===== config.mk =====
export PLATFORM = sky130hd
export DESIGN_NAME = ping_pong_ctrl
export DESIGN_NICKNAME = d
export VERILOG_FILES = /design/src/rtl/ping_pong_ctrl.sv
export SDC_FILE = /design/constraint.sdc
export NUM_CORES = 1
export LEC_CHECK = 0
export ABC_AREA = 1
export ABC_CLOCK_PERIOD_IN_PS = 1400
export BUFFER_PORTS_ARGS = -buffer_cell sky130_fd_sc_hd__buf_2
export CORE_UTILIZATION = 45
export DETAILED_ROUTE_END_ITERATION = 6
export HOLD_SLACK_MARGIN = 0.1
export PLACE_DENSITY = 0.71
export REMOVE_ABC_BUFFERS = 1
export SLEW_MARGIN = 25
export SYNTH_ARGS = -nofsm -noshare
export SYNTH_HDL_FRONTEND = slang
export SYNTH_SLANG_ARGS = --single-unit

===== constraint.sdc =====
create_clock -name clk -period 1.4 [get_ports clk]
set_input_delay 0 -clock clk [delete_from_list [all_inputs] [get_ports clk]]
set_output_delay 0 -clock clk [all_outputs]
set_load 0.05 [all_outputs]

===== src/rtl/ping_pong_ctrl.sv =====
// rtl/ping_pong_ctrl.sv - two-bank ping-pong buffer sequencing controller
module ping_pong_ctrl #(
    parameter  int DEPTH = 16,
    localparam int AW    = $clog2(DEPTH)
) (
    input  logic          clk,
    input  logic          rst,
    input  logic          wr_valid,
    output logic          wr_ready,
    output logic          wr_en,
    output logic [AW-1:0] wr_addr,
    output logic          wr_bank,
    output logic          wr_frame_done,
    input  logic          rd_req,
    output logic          rd_en,
    output logic [AW-1:0] rd_addr,
    output logic          rd_bank,
    output logic          rd_valid,
    output logic          rd_last,
    output logic [1:0]    bank_full
);

    localparam logic [AW-1:0] LAST = AW'(DEPTH - 1);

    logic          wb_q, wb_d;
    logic          rb_q, rb_d;
    logic [AW-1:0] wcnt_q, wcnt_d;
    logic [AW-1:0] rcnt_q, rcnt_d;
    logic [1:0]    full_q, full_d;
    logic          rd_valid_q, rd_valid_d;
    logic          rd_last_q, rd_last_d;
    logic          wr_at_last;
    logic          rd_at_last;

    // Handshakes: a bank is owned by the writer while empty and by the reader while full.
    always_comb begin
        wr_ready      = !full_q[wb_q];
        wr_en         = wr_valid && wr_ready;
        wr_at_last    = (wcnt_q == LAST);
        wr_frame_done = wr_en && wr_at_last;
        rd_en         = rd_req && full_q[rb_q];
        rd_at_last    = (rcnt_q == LAST);
        wr_addr       = wcnt_q;
        wr_bank       = wb_q;
        rd_addr       = rcnt_q;
        rd_bank       = rb_q;
        rd_valid      = rd_valid_q;
        rd_last       = rd_last_q;
        bank_full     = full_q;
    end

    // Next state: frame completions on both sides always target different banks, so both apply.
    always_comb begin
        wb_d       = wb_q;
        rb_d       = rb_q;
        wcnt_d     = wcnt_q;
        rcnt_d     = rcnt_q;
        full_d     = full_q;
        rd_valid_d = rd_en;
        rd_last_d  = rd_en && rd_at_last;
        if (wr_en) begin
            if (wr_at_last) begin
                wcnt_d       = '0;
                full_d[wb_q] = 1'b1;
                wb_d         = !wb_q;
            end else begin
                wcnt_d = wcnt_q + 1'b1;
            end
        end
        if (rd_en) begin
            if (rd_at_last) begin
                rcnt_d       = '0;
                full_d[rb_q] = 1'b0;
                rb_d         = !rb_q;
            end else begin
                rcnt_d = rcnt_q + 1'b1;
            end
        end
    end

    // State registers; reset discards any partial frame and overrides in-flight handshakes.
    always_ff @(posedge clk) begin
        if (rst) begin
            wb_q       <= 1'b0;
            rb_q       <= 1'b0;
            wcnt_q     <= '0;
            rcnt_q     <= '0;
            full_q     <= 2'b00;
            rd_valid_q <= 1'b0;
            rd_last_q  <= 1'b0;
        end else begin
            wb_q       <= wb_d;
            rb_q       <= rb_d;
            wcnt_q     <= wcnt_d;
            rcnt_q     <= rcnt_d;
            full_q     <= full_d;
            rd_valid_q <= rd_valid_d;
            rd_last_q  <= rd_last_d;
        end
    end

endmodule


==> flow_metrics.tcl <==
set metrics [dict create \
    port-buffer-count 21 \
    synth-edff-count 0 \
    design.core.area_um2 1524 \
    grt_pass1_vias 655 \
    pwr-share-seq 0.525 \
    holdWs_ns 0.4861 \
    diodes 0 \
    htreeDepth 1 \
    leakage_nw 0.4535 \
    cts.sinks 14 \
    hold_path.class "in2reg" \
    drc_errors 0 \
    power_switching_mw 0.1885 \
    r2r_slack_ns 0.18 \
    p_sw_frac 0.2432 \
    wire_per_inst_um 9.947 \
    pin_count 22 \
    yosysUniqueCellTypes 19 \
    required_ns 1.40 \
    yosysMostFrequentCell "nand2_1" \
    period_share 0.9585 \
    maxCapViolations 0 \
    synth_area_leader_cell "dfxtp_1" \
    preCtsSetupSlack_ns 0.2003 \
    cp_data_arrival_time_ns 1.34 \
    finalPower_mw 0.7753 \
    final_cell_area_um2 942.2 \
    ys.flop_type "dfxtp_1" \
    via_per_inst 4.747 \
    max_freq_mhz 745.2 \
    power.density_nw_per_um2 822.9 \
    numCtsBuffers 3 \
    grt_max_degree 10 \
    num_vias 712 \
    end_kind "output pin" \
    internal_power_mw 0.5868 \
    whs_path_depth 3 \
    dr.first_iter.drc_count 6 \
    ant_nets 0 \
    placed_area_um2 862.1 \
    finalMaxSlewViolations 0 \
    drt_pre_antenna_iters 4 \
    clkLatencyLatePin_ns 0.28 \
    hp-start "rst" \
    synth-seq-cells 14 \
    critPathLaunchType "flop" \
    die_height_um 42.47 \
    rsz0062_at_grt "true" \
    synth_area_per_cell_um2 6.952 \
    hold_path_end "wr_addr[2]" \
    yosysWarnings 0 \
    worstReg2RegStart "rd_addr[0]" \
    syn-cell-area_um2 737.0 \
    min_period_ns 1.342 \
    synthTopCellsByArea "dfxtp_1 (38%), nand2_1 (16%), nor2_1 (7.1%), inv_1 (6.6%), a21oi_1 (4.1%)" \
    antenna_found_initial 0 \
    finalSetupViolCount 0 \
    dp.cells 143 \
    dp_hpwl_um 1139 \
    cts_tree "yes" \
    yosys-top-cells-count "nand2_1 (32), dfxtp_1 (14), nor2_1 (14)" \
    worst_pin_slew_ns 0.2540 \
    path_max_fanout 4 \
    nets 141 \
    initial_core_util 0.4836 \
    clkPwrFrac 0.371 \
    critPathKind "reg2out" \
    yosysTopAreaCellShare 0.3803 \
    syn_inst 106 \
    fin_cells 150 \
    drive_gt1_frac 0.2836 \
    reg2reg_depth 6 \
    grt_usage 0.1916 \
    grt_pass1_wl_um 2649 \
    overflow 0 \
    hold_viol 0 \
    area_growth_pct 27.84 \
    num_rows 14 \
    cts_root_buf "clkbuf_4" \
    setup_tns_ns 0 \
    synth-async-reset-ratio 0 \
    fin_util 0.6182 \
    place.gp.congestion 0.7452 \
    cts_buffer_depth 2 \
    status "finished clean" \
    peakVddDrop_mv 0.6065 \
    die-area_um2 1804 \
    die_x_um 42.47 \
    fin_skew_ns 0.003818 \
    comb_power_share 0.104 \
    relSlewSlack 0.8318 \
    wl_um 1492 \
    r2r_end "rd_addr[3]" \
    synth_seq_area_share 0.3803 \
    path_clk_slew_ns 0.09 \
    fin_ws_ns 0.05813 \
]
==> power by group through the flow <==
stage          clock, mW  combinational, mW  sequential (mW)
2_1_floorplan          0             0.0355            0.433
3_3_place_gp           0             0.0727            0.416
3_5_place_dp           0             0.0731            0.417
4_1_cts            0.298             0.0807            0.407
5_1_grt            0.316             0.0870            0.408
6_report           0.288             0.0803            0.407
==> sequential cells by signal, indices dropped and copies added, names as in the netlist <==
signal	count
rd_addr	4
wr_addr	4
bank_full	2
rd_bank	1
rd_last	1
rd_valid	1
wr_bank	1
==> worst max path at each step <==
stage | start | endpoint | slack, ns | depth (start not counted)
global route | wr_addr[1] | wr_frame_done | -0.03 | 4
detailed placement | rd_addr[0] | rd_addr[0] | 0.20 | 6
CTS | wr_addr[1] | wr_frame_done | 0.01 | 4
global placement | rd_addr[0] | rd_addr[3] | 0.22 | 6
floorplan | wr_bank | wr_bank | -0.38 | 6
finish | wr_addr[1] | wr_frame_done | 0.06 | 4
==> cell families after synthesis <==
kind of cell    Yosys count  share of synthesized area
fa+ha+maj                 2                    0.03395
xor+xnor                  1                    0.01189
compound gates           13                     0.1121
simple gates             62                     0.3905
buf+inv                  14                    0.07131
flops                    14                     0.3803
==> layout by cell type (no fill, tap or decap) <==
cell type / Yosys / final
nand2_1: 32 / 32
buf_2: 0 / 18
nor2_1: 14 / 14
inv_1: 13 / 13
dfxtp_1: 14 / 13
a21oi_1: 6 / 6
nand3_1: 6 / 5
nand2_2: 4 / 4
clkbuf_4: 0 / 4
o21ai_0: 3 / 3
dlygate4sd3_1: 0 / 3
nand3_2: 1 / 2
nand4_1: 2 / 2
a31oi_1: 2 / 2
ha_1: 2 / 2
buf_4: 0 / 2
a21oi_4: 1 / 1
inv_2: 1 / 1
nor2_4: 1 / 1
nor2_8: 1 / 1
or2_2: 1 / 1
a21oi_2: 1 / 1
xor2_1: 1 / 1
clkbuf_8: 0 / 1
dfxtp_2: 0 / 1
==> layout make-up <==
cell class                 instances  area, µm²
timing repair buffer              24      142.6
tap                               16      20.02
inverter                          14      52.55
sequential                        14      281.5
fill                             161      581.8
multi-input combinational         78      409.1
clock buffer                       4      36.28
==> what timing repair did <==
item                       4_1_cts  5_1_grt
resized for setup                2        3
setup buffers                    0        0
hold buffers                     3        0
hold endpoints to repair         8        0
setup endpoints to repair        2        3
==> critical path, stage by stage, from the launching register on <==
cell and delay, ns:
dfxtp_1 0.38, ha_1 0.22, nand3_2 0.13, nor2_4 0.13, buf_4 0.20
==> per-layer routing <==
metal,vias up,global-route usage,part of all wire
li1,393,-,-
met1,302,0.2667,0.53
met2,15,0.2800,0.43
met3,2,0.03879,0.034
met4,0,0.09375,0.0067
met5,-,0,0
No activity file was read; power rests on OpenSTA's default activity.
